`src/rtl/is_uart_hex_tx_seq.sv`:
```
// Prints one latched word as uppercase ASCII hex (MS nibble first) plus CR LF
// over a valid/ready byte stream. Define IS_HEX_PREFIX_EN to prepend "0x".
module is_uart_hex_tx_seq #(
    parameter int NIBBLES = 8,
    parameter int DATA_W  = 8
) (
    input  logic                   clk_i,
    input  logic                   rst_n_i,
    input  logic [4*NIBBLES-1:0]   word_i,
    input  logic                   word_valid_i,
    output logic                   word_ready_o,
    output logic [DATA_W-1:0]      tx_data_o,
    output logic                   tx_valid_o,
    input  logic                   tx_ready_i,
    output logic                   busy_o
);

    localparam int W  = 4 * NIBBLES;
    localparam int IW = (NIBBLES > 1) ? $clog2(NIBBLES) : 1;
    localparam logic [IW-1:0] IDX_TOP = IW'(NIBBLES - 1);
    localparam logic [DATA_W-1:0] CH_CR = DATA_W'(8'h0D);
    localparam logic [DATA_W-1:0] CH_LF = DATA_W'(8'h0A);
`ifdef IS_HEX_PREFIX_EN
    localparam logic [DATA_W-1:0] CH_0 = DATA_W'(8'h30);
    localparam logic [DATA_W-1:0] CH_X = DATA_W'(8'h78);
`endif

    typedef enum logic [2:0] {
        S_IDLE,
`ifdef IS_HEX_PREFIX_EN
        S_PFX0,
        S_PFX1,
`endif
        S_NIB,
        S_CR,
        S_LF
    } state_t;

    state_t              state, state_nx;
    logic [IW-1:0]       idx, idx_nx;
    logic [W-1:0]        word_q, word_nx;
    logic [DATA_W-1:0]   data_nx;
    logic                valid_nx;
    logic                xfer;

    function automatic logic [DATA_W-1:0] hex(input logic [3:0] n);
        logic [7:0] c;
        c = (n < 4'd10) ? (8'h30 + {4'h0, n}) : (8'h37 + {4'h0, n});
        return DATA_W'(c);
    endfunction

    function automatic logic [3:0] nib(input logic [W-1:0] w,
                                       input logic [IW-1:0] i);
        logic [W-1:0] s;
        s = w >> {i, 2'b00};
        return s[3:0];
    endfunction

    assign xfer         = tx_valid_o & tx_ready_i;
    assign word_ready_o = (state == S_IDLE);
    assign busy_o       = (state != S_IDLE);

    always_ff @(posedge clk_i or negedge rst_n_i) begin
        if (!rst_n_i) begin
            state      <= S_IDLE;
            idx        <= IDX_TOP;
            word_q     <= '0;
            tx_data_o  <= '0;
            tx_valid_o <= 1'b0;
        end else begin
            state      <= state_nx;
            idx        <= idx_nx;
            word_q     <= word_nx;
            tx_data_o  <= data_nx;
            tx_valid_o <= valid_nx;
        end
    end

    // The state names the character currently presented on tx_data_o;
    // each transfer loads the following character so there are no bubbles.
    always_comb begin
        state_nx = state;
        idx_nx   = idx;
        word_nx  = word_q;
        data_nx  = tx_data_o;
        valid_nx = tx_valid_o;
        case (state)
            S_IDLE: begin
                if (word_valid_i) begin
                    word_nx  = word_i;
                    valid_nx = 1'b1;
`ifdef IS_HEX_PREFIX_EN
                    state_nx = S_PFX0;
                    data_nx  = CH_0;
`else
                    state_nx = S_NIB;
                    data_nx  = hex(word_i[W-1 -: 4]);
`endif
                end
            end
`ifdef IS_HEX_PREFIX_EN
            S_PFX0: begin
                if (xfer) begin
                    state_nx = S_PFX1;
                    data_nx  = CH_X;
                end
            end
            S_PFX1: begin
                if (xfer) begin
                    state_nx = S_NIB;
                    data_nx  = hex(nib(word_q, IDX_TOP));
                end
            end
`endif
            S_NIB: begin
                if (xfer) begin
                    if (idx == '0) begin
                        state_nx = S_CR;
                        idx_nx   = IDX_TOP;
                        data_nx  = CH_CR;
                    end else begin
                        idx_nx  = idx - IW'(1);
                        data_nx = hex(nib(word_q, idx - IW'(1)));
                    end
                end
            end
            S_CR: begin
                if (xfer) begin
                    state_nx = S_LF;
                    data_nx  = CH_LF;
                end
            end
            S_LF: begin
                if (xfer) begin
                    state_nx = S_IDLE;
                    valid_nx = 1'b0;
                end
            end
            default: begin
                state_nx = S_IDLE;
                valid_nx = 1'b0;
            end
        endcase
    end

endmodule

```
`config.mk`:
```
export PLATFORM = sky130hd
export DESIGN_NAME = is_uart_hex_tx_seq
export DESIGN_NICKNAME = d
export VERILOG_FILES = /design/src/rtl/is_uart_hex_tx_seq.sv
export SDC_FILE = /design/constraint.sdc
export NUM_CORES = 1
export LEC_CHECK = 0
export ABC_AREA = 1
export CORE_ASPECT_RATIO = 0.9
export CORE_MARGIN = 2
export CORE_UTILIZATION = 31
export DETAILED_ROUTE_END_ITERATION = 7
export DONT_BUFFER_PORTS = 1
export PLACE_DENSITY = 0.51
export SLEW_MARGIN = 20
export SYNTH_ARGS = -nofsm -noshare
export SYNTH_HDL_FRONTEND = slang
export SYNTH_SLANG_ARGS = --single-unit
```
`constraint.sdc`:
```
create_clock -name clk_i -period 4 [get_ports clk_i]
set_input_delay 0.2 -clock clk_i [delete_from_list [all_inputs] [get_ports clk_i]]
set_output_delay 0.2 -clock clk_i [all_outputs]
set_load 0.02 [all_outputs]
```
# Yosys cells after proc, flatten, opt, wreduce, memory -nomap -nowiden
# Cells that the tools add are included.
# totals
regBits	47
inputBits	36
# classes
n_addsub	5
magnitude_cmp	2
n_eq_ne	8
shifts	1
muxes	17
bitwise	2
n_reduce_logical	10
# op_table
op	n
32-bit by 5-bit >> shifter with 4-bit output	1
6-bit by 4-bit adder with 7-bit output, first input constant	4
8-bit 2-to-1 mux	3
8-bit one-hot mux with 3 select lines	1
7-bit 2-to-1 mux	3
3-bit 2-to-1 mux	6
3-bit one-hot mux with 4 select lines	1
2-bit != test, second input constant	5
4-bit less-than comparator, second input constant	2
3-bit by 2-bit equality test with 1-bit output, second input constant	2
3-bit zero test	2
3-bit nonzero test	2
5-bit AND reduction	1
2-bit AND reduction	2
4-bit AND reduction	1
3-bit by 1-bit equality test with 1-bit output, second input constant	1
1-bit one-hot mux with 3 select lines	1
3-bit AND reduction	1
3-bit by 1-bit subtractor with 3-bit output, second input constant	1
1-bit 2-to-1 mux	2
2-bit OR reduction	1
1-bit bitwise AND	1
1-bit inverter	1

# Depth between registers and ports, before layout
# depth
depth_word	7
ltp_mapped	16

# Worst setup path after synthesis
# OpenSTA, ideal clock, no wires.
# synth_path
path_kind	reg-to-reg
startpoint	register idx[0]
endpoint	register tx_data_o[4]
arrival_time_ns	2.141
required_ns	3.884
slack_ns	1.743
stages_incl_launch_ff	17
n_path_buf	3
synth_period_minus_slack_ns	2.257
cell_sequence	dfstp_2 -> buf_6 -> inv_8 -> buf_12 -> ha_1 -> buf_2 -> nor2_1 -> nand2_1 -> nand3_1 -> nand2_2 -> ha_1 -> inv_1 -> nor2_4 -> o21ai_1 -> nand2_1 -> nand2_1 -> nand2_1
# synth_between
elab_chain_cells	7
word_cells_on_any_way	10
classes_between	3 x add/sub; 1 x order compare; 1 x shift; 4 x mux; 1 x reduce/logical
# synth_rtl
element	line_no	rtl
start: declaration	40	logic [IW-1:0] idx, idx_nx;
start signal: assignment	72	idx <= idx_nx;
3-bit by 1-bit subtractor with 3-bit output	123	data_nx = hex(nib(word_q, idx - IW'(1)));
32-bit by 5-bit >> shifter with 4-bit output	55	s = w >> {i, 2'b00};
6-bit by 4-bit adder with 7-bit output or 4-bit less-than comparator (tied branches)	48	c = (n < 4'd10) ? (8'h30 + {4'h0, n}) : (8'h37 + {4'h0, n});
7-bit 2-to-1 mux	48	
7-bit 2-to-1 mux *	117	if (idx == '0) begin
8-bit 2-to-1 mux *	116	if (xfer) begin
8-bit one-hot mux with 3 select lines *	87	case (state)
end signal: assignment	74	tx_data_o <= data_nx;
end: declaration	12	output logic [DATA_W-1:0] tx_data_o,
# Every way passes the cells marked *; elsewhere a longest branch is shown, timed or not. The select of a mux whose other input is x is not followed.
# A chain may end at the register's enable or synchronous reset.

# Worst setup path after layout
# Ends and elaborated chain as after synthesis.

==> run metrics <==
vias in the first global route between 1500 and 2000; max_slew headroom 0.3453; CTS Buffer Depth 2; fmax around 0.37 GHz; share of layout cells above drive strength 1 0.1038; sequential element share of the synthesized area 0.4504; Syn-to-layout area delta 6.783%; Seq cells post-synth 45; status complete, no violations; cts repair resizes 0; Post-Synth Simple-Gate Area 0.2434; RSZ-0062 raised after global routing false; synth warn 0; core box area slightly below 8000 um2; prevailing post-synth register cell dfrtp_1; Pre-antenna DRT Iters 4; dpl hpwl 4.099 mm; Tmin final 2.668 ns; setup TNS 0 ns; TritonCTS clock tree built; final WL about 5.5 mm; total track usage 0.1331; Reg clk slew, reported paths 0.09 ns; # diodes 0; Routed Antenna Nets 0; later-pin clock latency in the skew report 0.30 ns; Synth Area in Compound Gates 0.1107; Fin. Hold Viols 0; synthesized-area fraction occupied by adder cells 0.04489; FF/Latch Area 1130 um2; XOR/XNOR share of the synthesized area 0.006983; Peak VDD IR 0.0001180 V; post-synthesis mux area share 0.03591; synth unique cells 29; Max-cap violations 0; Final Cycle Share 0.6669; crit end category flip-flop; main combinational cell family by area after synthesis simple AND/OR/NAND/NOR gates; syn_area_per_cell 7.840 um2; die area slightly below 9000 um2; CP required 4.20 ns; EDFF count, synth 0; vias 1954; CTS root buf clkbuf_8; largest net degree at the start of global routing 57; Final Max Tran Viols 0; footprint of the multi-input gates 1115 um2; nets@finish 363; DIE HEIGHT 89.34 um; H-tree levels 2; number of buffers created by CTS 5; num rows 31; commonest non-fill, non-tap cell in the layout nand2_1; Crit Path Category flip-flop to flip-flop; crit path max fanout 19; CTS sink cnt 45; commonest non-fill, non-tap cells in the layout nand2_1, nor2_1, inv_1; final core occ 0.3369; vias per std cell 4.686; Synth Net Count 365; # setup viols final 0; slew at the pin closest to its max-slew limit 0.9786 ns; # DRC 0; cell count after synthesis 320; first-pass GRT wire length 9.266 mm; FFs w/ async S/R, synth 1.000; clk_skew 0.006413 ns; initial antenna violation count 0; Post-Syn Area 2509 um2; Layout fillers 843; Pwr Density 284.8 nW/um2; CP Data Arrival Time 2.87 ns; port bufs 0; CP Launch Type flip-flop; initial drt markers 96; leakage 0.001370 uW; I/O Pins 47; postcts setup bufs 0; Hold Crit Class input pin to flip-flop; placer congestion estimate 0.8155; drt wl/cell ~13 um; Die X 98.83 um; Initial Util 0.3155; global route overflow 0
-- final timing paths --
| kind | slack [ns] | cells past startpoint | end | start |
|---|---|---|---|---|
| max | 1.33 | 14 | tx_data_o[4] | idx[0] |
| min | 0.04 | 1 | word_q[24] | word_i[24] |
| max reg2reg | 1.33 | 14 | tx_data_o[4] | idx[0] |
| min reg2reg | 0.49 | 2 | word_q[29] | word_q[29] |
| max in group asynchronous | 3.34 | 2 | idx[0] | rst_n_i |
| min in group asynchronous | 0.39 | 2 | word_q[23] | rst_n_i |
-- state kept, by name (all words and copies together), names as in the netlist --
name        cells
tx_valid_o      1
word_q         32
tx_data_o       7
state           2
idx             3
-- stage by stage --
stage                     hold slack, ns  cell area [um2]  cells  total power (uW)  setup WS [ns]
final                            0.03862             2679    417             762.8          1.332
after global routing             0.01833             2679    417             799.9         0.9929
after CTS                        0.03271             2679    417             772.6          1.330
after detailed placement        -0.09385             2556    408             473.2          1.351
after global placement          -0.09390             2556    408             473.0          1.434
after floorplan                 -0.09559             2509    320             471.7          1.743
-- cells in the mapped netlist (4+ instances only) --
master,count,area (um2)
nand3_1,23,115.1
ha_1,9,112.6
mux2_2,8,90.09
clkbuf_1,4,15.01
o21ai_0,13,65.06
a21oi_1,27,135.1
nor2_1,49,183.9
dfrtp_1,42,1051
o21ai_1,6,30.03
inv_1,45,168.9
nand2_1,64,240.2
-- report_power, final --
group          internal [uW]  leakage (uW)  switching (uW)
clock                    121     0.0000402             165
combinational           6.26      0.000826            15.9
sequential               455      0.000504               0
total                    582       0.00137             181
-- per-layer routing --
metal,up-vias,routed length (um),GRT usage
li1,1000,-,-
met1,910,2780,0.1884
met2,37,2409,0.1972
met3,7,234,0.03831
met4,0,73,0.04110
met5,-,0,0
-- area by class of cell --
cell class | instances | share of cell area
Clock inverter | 2 | 0.006072
Timing Repair Buffer | 2 | 0.01401
Inverter | 48 | 0.07006
Tap cell | 99 | 0.04624
Sequential cell | 45 | 0.4218
Multi-Input combinational cell | 216 | 0.4162
Clock buffer | 5 | 0.02569
-- kinds of logic (layout without fill, tap and decap cells) --
family	Yosys count	in the layout
xor gates and xnor gates	2	2
other	1	1
and+or+nand+nor	144	144
adders and majority gates	9	9
muxes	8	8
AOI/OAI and AO/OA	52	52
buffers and inverters	59	57
DFF	45	45
-- critical path: stages (launching register included) --
cell	delay, ns
dfstp_2	0.77
inv_8	0.10
ha_1	0.50
inv_1	0.19
nor2_1	0.12
o21ai_1	0.07
nand3_1	0.08
nand2_1	0.10
ha_1	0.20
inv_1	0.09
nor2_4	0.05
o21ai_1	0.13
nand2_1	0.06
nand2_1	0.06
nand2_1	0.04
-- timing repair --
action,CTS,global route
endpoints found under the hold margin,45,0
hold buffers,2,0
setup endpoints to repair,0,0
Note: power is estimated with default switching activity, not from simulation.
